==> src/rtl/dma_channel_scheduler.sv <==
// Round-robin front end for the burst DMA engine. It takes one descriptor from a channel,
// starts the engine, waits for done or a timeout, then sends a completion pulse to that channel.
module dma_channel_scheduler #(
  parameter int unsigned NUM_CH     = 4,
  parameter int unsigned ADDR_WIDTH = 32,
  parameter int unsigned LEN_WIDTH  = 4,
  parameter int unsigned TIMEOUT    = 1024
) (
  input  logic                           clk,
  input  logic                           rst_n,
  input  logic [NUM_CH-1:0]              req_valid_i,
  output logic [NUM_CH-1:0]              req_ready_o,
  input  logic [NUM_CH*ADDR_WIDTH-1:0]   req_src_i,
  input  logic [NUM_CH*ADDR_WIDTH-1:0]   req_dst_i,
  input  logic [NUM_CH*LEN_WIDTH-1:0]    req_len_i,
  output logic [NUM_CH-1:0]              cpl_valid_o,
  output logic                           cpl_err_o,
  output logic                           dma_start_o,
  output logic [ADDR_WIDTH-1:0]          dma_src_o,
  output logic [ADDR_WIDTH-1:0]          dma_dst_o,
  output logic [LEN_WIDTH-1:0]           dma_len_o,
  input  logic                           dma_done_i,
  output logic                           busy_o,
  output logic [$clog2(NUM_CH)-1:0]      grant_id_o
);

  localparam int unsigned IdW  = $clog2(NUM_CH);
  localparam int unsigned CntW = $clog2(TIMEOUT) + 1;
  localparam logic [CntW-1:0] CntMax  = {CntW{1'b1}};
  localparam logic [CntW-1:0] CntLast = CntW'(TIMEOUT - 1);
  localparam logic [IdW-1:0]  LastCh  = IdW'(NUM_CH - 1);

  typedef enum logic [2:0] {StIdle, StIssue, StSettle, StWait, StCpl} state_e;

  state_e                state_q, state_d;
  logic [IdW-1:0]        rr_ptr_q, rr_ptr_d;
  logic [IdW-1:0]        grant_q, grant_d;
  logic [ADDR_WIDTH-1:0] src_q, src_d;
  logic [ADDR_WIDTH-1:0] dst_q, dst_d;
  logic [LEN_WIDTH-1:0]  len_q, len_d;
  logic                  err_q, err_d;
  logic [CntW-1:0]       cnt_q, cnt_d;

  logic [ADDR_WIDTH-1:0] src_arr [NUM_CH];
  logic [ADDR_WIDTH-1:0] dst_arr [NUM_CH];
  logic [LEN_WIDTH-1:0]  len_arr [NUM_CH];

  for (genvar c = 0; c < NUM_CH; c++) begin : g_unpack
    assign src_arr[c] = req_src_i[c*ADDR_WIDTH +: ADDR_WIDTH];
    assign dst_arr[c] = req_dst_i[c*ADDR_WIDTH +: ADDR_WIDTH];
    assign len_arr[c] = req_len_i[c*LEN_WIDTH +: LEN_WIDTH];
  end

  // First valid channel at or after rr_ptr_q, wrapping modulo NUM_CH.
  logic           win_found;
  logic [IdW-1:0] win_idx;
  logic [IdW-1:0] cand;
  int unsigned    cand_sum;

  always_comb begin
    win_found = 1'b0;
    win_idx   = '0;
    cand      = '0;
    cand_sum  = 0;
    for (int unsigned i = 0; i < NUM_CH; i++) begin
      cand_sum = 32'(rr_ptr_q) + i;
      if (cand_sum >= NUM_CH) begin
        cand_sum = cand_sum - NUM_CH;
      end
      cand = IdW'(cand_sum);
      if (!win_found && req_valid_i[cand]) begin
        win_found = 1'b1;
        win_idx   = cand;
      end
    end
  end

  always_comb begin
    state_d     = state_q;
    rr_ptr_d    = rr_ptr_q;
    grant_d     = grant_q;
    src_d       = src_q;
    dst_d       = dst_q;
    len_d       = len_q;
    err_d       = err_q;
    cnt_d       = cnt_q;
    req_ready_o = '0;
    cpl_valid_o = '0;
    cpl_err_o   = 1'b0;
    dma_start_o = 1'b0;

    unique case (state_q)
      StIdle: begin
        if (win_found) begin
          req_ready_o[win_idx] = 1'b1;
          grant_d = win_idx;
          src_d   = src_arr[win_idx];
          dst_d   = dst_arr[win_idx];
          len_d   = len_arr[win_idx];
          err_d   = 1'b0;
          // A zero-length descriptor completes without ever starting the engine.
          state_d = (len_arr[win_idx] == '0) ? StCpl : StIssue;
        end
      end
      StIssue: begin
        dma_start_o = 1'b1;
        state_d     = StSettle;
      end
      StSettle: begin
        // The done from the previous transfer may still be high here, so it is ignored.
        cnt_d   = '0;
        state_d = StWait;
      end
      StWait: begin
        if (dma_done_i) begin
          err_d   = 1'b0;
          state_d = StCpl;
        end else begin
          if (cnt_q != CntMax) begin
            cnt_d = cnt_q + 1'b1;
          end
          if ((TIMEOUT != 0) && (cnt_q == CntLast)) begin
            err_d   = 1'b1;
            state_d = StCpl;
          end
        end
      end
      StCpl: begin
        cpl_valid_o[grant_q] = 1'b1;
        cpl_err_o            = err_q;
        rr_ptr_d             = (grant_q == LastCh) ? '0 : grant_q + 1'b1;
        state_d              = StIdle;
      end
      default: state_d = StIdle;
    endcase
  end

  always_ff @(posedge clk or negedge rst_n) begin
    if (!rst_n) begin
      state_q  <= StIdle;
      rr_ptr_q <= '0;
      grant_q  <= '0;
      src_q    <= '0;
      dst_q    <= '0;
      len_q    <= '0;
      err_q    <= 1'b0;
      cnt_q    <= '0;
    end else begin
      state_q  <= state_d;
      rr_ptr_q <= rr_ptr_d;
      grant_q  <= grant_d;
      src_q    <= src_d;
      dst_q    <= dst_d;
      len_q    <= len_d;
      err_q    <= err_d;
      cnt_q    <= cnt_d;
    end
  end

  assign busy_o     = (state_q != StIdle);
  assign grant_id_o = grant_q;
  assign dma_src_o  = src_q;
  assign dma_dst_o  = dst_q;
  assign dma_len_o  = len_q;

endmodule

==> config.mk <==
export PLATFORM = sky130hd
export DESIGN_NAME = dma_channel_scheduler
export DESIGN_NICKNAME = d
export VERILOG_FILES = /design/src/rtl/dma_channel_scheduler.sv
export SDC_FILE = /design/constraint.sdc
export NUM_CORES = 1
export LEC_CHECK = 0
export ABC_CLOCK_PERIOD_IN_PS = 5600
export CORE_AREA = 2 2 141 143
export CTS_CLUSTER_SIZE = 40
export DETAILED_ROUTE_END_ITERATION = 12
export DIE_AREA = 0 0 143 145
export PLACE_DENSITY = 0.7
export SYNTH_ARGS = -nofsm -noshare
export SYNTH_HDL_FRONTEND = slang
export SYNTH_SLANG_ARGS = --single-unit
==> constraint.sdc <==
create_clock -name clk -period 5.6 [get_ports clk]
set_input_delay 1.68 -clock clk [delete_from_list [all_inputs] [get_ports clk]]
set_output_delay 1.68 -clock clk [all_outputs]
set_load 0.05 [all_outputs]
==> run metrics, run 1 <==
status=completed; final worst-path cycle share=0.875; Hold Startpoint=dma_src_o[5]$_DFFE_PN0P_; Tot GR Track Use=0.211; nets@finish=1467; Fin Hold WS=482 ps; PD cells=508 nW/um^2; RSZ-0062 raised after global routing=false; Max Root-Sink Buffers=2; Starting Density=0.299; First-pass DRT Iterations=5; first-pass GRT wire length=34600 microns; CTS H-tree depth=3; port bufs=359; utilization after layout=0.510; Num CTS Buffers=9; DIE HEIGHT=145 microns; Synth Warn #=0; reg2reg end=dma_src_o[11]$_DFFE_PN0P_; final slew viol count=0; net count after synthesis=about 1100; final setup vio count=0; area occupied by multi-input gates=3250 sq um; Worst-Margin Slew=between 800 and 900 ps; CTS Sinks=just under 90; share of post-route cells with drive strength above 1=0.0362; GPL Wtd Cong=0.871; Worst Hold End=dma_src_o[5]$_DFFE_PN0P_; detailed placement HPWL=16600 microns; initial antenna violation count=0; Slew headroom=0.456; insertion delay to the later sink of the worst-skew pair=340 ps; Detailed Route Iter0 Violations=roughly 340; DRC Markers=0; Top Ports=360; Setup WS pre-CTS=695 ps; leading cell type in the layout, fill and taps excluded=nand2_1; vias per cell=between 4 and 5; setup TNS=0 ps; syn avg cell area=6.64 sq um; cells resized by post-CTS repair=0; Post-Syn Area=approximately 5700 sq um; CP Max Fanout=4; final worst slack=699 ps; die area=between 20000 and 25000 sq um; Lkg Pwr=4.39 nW; Worst Reg-to-Reg Cells=9; Pwr Total=between 4 and 5 mW; setup slack, reg-to-reg=2710 ps; clk slew on worst S/H paths=around 60 ps; hold path cells=2; final WL=22200 microns; row count=51; total grt overflow=0; remaining antenna violation count=0; worst r2r src=rr_ptr_q[1]$_DFFE_PN0P_; crit path kind=in2out; area of the core=about 19000 sq um; Final Skew=7.22 ps; Worst VDD drop=0.000186 V; fmax=204 MHz; crit path DAT=roughly 3200 ps; Root Buffer=clkbuf_16; commonest cells after routing, fill and taps aside=nand2_1, clkdlybuf4s50_1, nand3_1; Critical Path RT=3920 ps; largest net degree at the start of global routing=slightly below 90; post-synthesis cell type count=39; Hold Fails Final Rpt=0; ANT cells=0; CTS Hold Buffers Added=0; Seq/Total Area, Yosys=0.379; max-cap violations=0; synthesized flop and latch total=87; DR vias=between 6000 and 7000; routed len/inst=15.3 microns; post-synthesis instance total=865; Die W=143 microns; setup bufs post-CTS=0; fin crit period=4900 ps; CTS tree=done; Area growth syn-to-layout=70.5%; Worst setup EP type=output port; worst hold path type=reg2reg; Worst Setup Start Kind=input port; vias in the first global route=6471; Filler Cell Count=between 1500 and 2000; Reg area=2180 sq um
==> cells in the mapped netlist <==
library cell | n | area share
a21oi_1 | 6 | 0.0052
a32o_1 | 1 | 0.0017
a41o_1 | 1 | 0.0017
a41oi_4 | 1 | 0.0048
and2_1 | 6 | 0.0065
and3_1 | 1 | 0.0011
and4_1 | 5 | 0.0076
buf_1 | 5 | 0.0033
buf_2 | 31 | 0.027
buf_4 | 8 | 0.010
buf_6 | 1 | 0.0020
clkbuf_1 | 19 | 0.012
dfrtp_1 | 87 | 0.38
ha_1 | 5 | 0.011
inv_1 | 7 | 0.0046
mux2_2 | 2 | 0.0039
mux2i_1 | 2 | 0.0035
nand2_1 | 406 | 0.27
nand2b_1 | 6 | 0.0065
nand3_1 | 145 | 0.13
nand4_1 | 4 | 0.0044
nand4bb_1 | 1 | 0.0020
nor2_1 | 18 | 0.012
nor2_2 | 1 | 0.0011
nor3_1 | 1 | 0.00087
nor3_2 | 1 | 0.0017
nor3b_1 | 3 | 0.0039
nor4_1 | 1 | 0.0011
nor4bb_1 | 1 | 0.0017
o21a_1 | 1 | 0.0013
o21ai_0 | 25 | 0.022
o21ai_1 | 49 | 0.043
o21bai_1 | 1 | 0.0013
o221ai_1 | 1 | 0.0015
o22ai_1 | 1 | 0.0011
o2bb2ai_2 | 1 | 0.0026
or2_1 | 1 | 0.0011
xnor2_1 | 1 | 0.0015
xor2_1 | 8 | 0.012
==> flip-flops by register name, indices dropped and copies added (netlist names) <==
name,cells
cnt_q,11
grant_id_o,2
rr_ptr_q,2
err_q,1
state_q,3
dma_src_o,32
dma_dst_o,32
dma_len_o,4
==> cell families after synthesis <==
group	after synthesis	share of synthesized area
and+or+nand+nor	601	0.443
AOI/OAI and AO/OA	88	0.0859
DFF	87	0.379
buffers and inverters	71	0.0597
xor gates and xnor gates	9	0.0137
adders and majority gates	5	0.0109
muxes	4	0.00741
==> how the worst max path moves through the flow <==
stage | from | endpoint | slack (ps) | depth (start not counted)
4_1_cts | req_valid_i[0] | req_ready_o[3] | 690 | 6
6_report | req_valid_i[0] | req_ready_o[3] | 700 | 6
2_1_floorplan | req_valid_i[0] | req_ready_o[1] | 560 | 7
3_3_place_gp | req_valid_i[0] | req_ready_o[3] | 740 | 6
3_5_place_dp | req_valid_i[0] | req_ready_o[3] | 690 | 6
5_1_grt | req_valid_i[1] | req_ready_o[2] | 530 | 6
==> stage by stage <==
step           std cells  cell area (sq um)
2_1_floorplan        865               5740
3_3_place_gp        1437               9480
3_5_place_dp        1437               9480
4_1_cts             1453               9790
5_1_grt             1453               9790
6_report            1453               9790
==> worst max-delay path, cell delays in order <==
cell and delay, ps:
clkdlybuf4s50_1 470, and2_1 190, o221ai_1 320, o21ai_4 120, nor2_1 260, buf_12 180
==> routing by layer <==
metal	vias to the layer above	global-route usage	share of wire
li1	3451	-	-
met1	3065	0.270	0.42
met2	246	0.352	0.48
met3	37	0.0452	0.069
met4	0	0.0733	0.026
met5	-	0	0
==> layout make-up <==
type	count	area share
clock inverter	6	0.00703
inverter	7	0.00268
sequential	87	0.222
clock buffer	10	0.0244
multi-input combinational	707	0.332
timing repair buffer	371	0.378
tap	265	0.0339
==> where the power goes <==
group	internal, mW	total [mW]	switching (mW)
clock	0.361	0.629	0.268
sequential	0.912	1.09	0.182
combinational	1.10	3.25	2.16
total	2.37	4.98	2.61
Note: power is estimated with default switching activity, not from simulation.
==> run 2, diff against run 1 <==
- PLACE_DENSITY: 0.7 -> 0.76
==> run 2 against run 1 <==
Effect of this change:
- via count down 0.62%
- flip-flop and latch count stayed put
- count of clock-buffer cells in the layout increased by 1
- sequential power barely moved
- critical path depth unchanged
- clock skew up 5.3 ps
- sequential share of layout area decreased by 0.099 points
- critical path type unchanged
==> run metrics, run 2 (synthesized netlist as in run 1, its figures left out) <==
Area growth syn-to-layout=71.2%; die area=20700 sq um; Top Ports=360; Root Buffer=clkbuf_16; crit-path cells=clkdlybuf4s50_1, and2_1, o221ai_1, o21a_2, nor2_1, buf_12; CTS Hold Buffers Added=0; Critical Path RT=3920 ps; final WL=21400 microns; CTS H-tree depth=3; DIE HEIGHT=between 100 and 150 microns; final setup vio count=0; leading cell type in the layout, fill and taps excluded=nand2_1; port bufs=359; initial antenna violation count=0; setup TNS=0 ps; setup bufs post-CTS=0; Starting Density=0.299; Max Root-Sink Buffers=2; fmax=204 MHz; Hold Fails Final Rpt=0; fin crit period=between 4000 and 5000 ps; Fin Hold WS=475 ps; largest net degree at the start of global routing=89; Buf/Inv on CP=2; First-pass DRT Iterations=5; clk slew on worst S/H paths=70 ps; Detailed Route Iter0 Violations=about 280; crit path DAT=3220 ps; GPL Wtd Cong=0.822; area of the core=19200 sq um; delay-heaviest family, CP=buffers and inverters; share of post-route cells with drive strength above 1=0.0345; Die W=around 140 microns; status=completed; final slew viol count=0; CTS tree=done; slowest CP cell=clkdlybuf4s50_1; final worst-path cycle share=0.875; max-cap violations=0; nets@finish=1467; commonest cells after routing, fill and taps aside=nand2_1, clkdlybuf4s50_1, nand3_1; Lkg Pwr=approximately 4.4 nW; Worst-Margin Slew=slightly above 900 ps; PD cells=512 nW/um^2; Slew headroom=0.396; Worst Setup Start Kind=input port; remaining antenna violation count=0; CP Max Fanout=4; insertion delay to the later sink of the worst-skew pair=340 ps; CTS Sinks=just under 90; Tot GR Track Use=0.198; Num CTS Buffers=9; crit path kind=in2out; Final Skew=12.5 ps; cells resized by post-CTS repair=0; Worst path max stage delay=approximately 520 ps; DRC Markers=0; vias per cell=4.65; routed len/inst=14.7 microns; first-pass GRT wire length=32700 microns; Worst setup EP type=output port; RSZ-0062 raised after global routing=false; worst hold path type=reg2reg; DR vias=6757; total grt overflow=0; vias in the first global route=6312; detailed placement HPWL=between 15000 and 20000 microns; Worst VDD drop=between 0.00015 and 0.0002 V; ANT cells=0; row count=51
[run 2: cell count changes in the layout (fill, tap and decap cells not counted)]
cell | before | now
bufinv_16 | 1 | 3
clkbuf_1 | 0 | 2
buf_12 | 2 | 3
buf_4 | 15 | 14
clkbuf_8 | 1 | 0
clkinv_2 | 1 | 0
clkinv_4 | 2 | 1
inv_6 | 1 | 0
[run 2: layout make-up]
| type | count | area [sq um] |
|---|---|---|
| multi-input combinational | 707 | 3250 |
| clock buffer | 11 | 233 |
| timing repair buffer | 371 | 3710 |
| inverter | 7 | 26.3 |
| tap | 265 | 332 |
| sequential | 87 | 2180 |
| clock inverter | 5 | 106 |
| fill | 1892 | 9380 |
[run 2: worst paths after layout]
kind	cells after the start	slack, ps	startpoint	to
min in group asynchronous	1	1320	rst_n	dma_src_o[14]$_DFFE_PN0P_
max in group asynchronous	2	3240	rst_n	dma_src_o[5]$_DFFE_PN0P_
max	6	700	req_valid_i[0]	req_ready_o[1]
min reg2reg	2	470	dma_src_o[14]$_DFFE_PN0P_	dma_src_o[14]$_DFFE_PN0P_
min	2	470	dma_src_o[14]$_DFFE_PN0P_	dma_src_o[14]$_DFFE_PN0P_
max reg2reg	9	2720	rr_ptr_q[1]$_DFFE_PN0P_	dma_src_o[13]$_DFFE_PN0P_
[run 2: worst register-to-register path, stage by stage, from the launching register on]
cell	delay (ps)
dfrtp_1	510
mux2i_1	270
o2bb2ai_2	130
nor2_4	120
buf_4	430
buf_4	820
nand2_1	160
nand3_1	130
nand2_1	100
o21ai_0	150
[run 2: per-layer routing]
metal	track usage	vias up	share of wire
met1	0.238	3037	0.42
li1	-	3456	-
met3	0.0502	29	0.071
met4	0.0634	0	0.021
met2	0.343	235	0.49
met5	0	-	0
[run 2: power by group]
group	switching (mW)	internal (mW)	total, mW
combinational	2.14	1.10	3.25
sequential	0.183	0.912	1.10
clock	0.253	0.437	0.690
[run 2: metrics by stage]
step / cell area [sq um] / power [mW] / utilization / std cells / setup WS [ps]
floorplan: 5740 / 3.26 / - / 865 / 563
global placement: 9490 / 4.34 / 0.494 / 1437 / 741
detailed placement: 9490 / 4.39 / 0.494 / 1437 / 708
CTS: 9830 / 5.10 / 0.512 / 1453 / 697
global route: 9830 / 5.39 / 0.512 / 1453 / 642
finish: 9830 / 5.03 / 0.512 / 1453 / 700
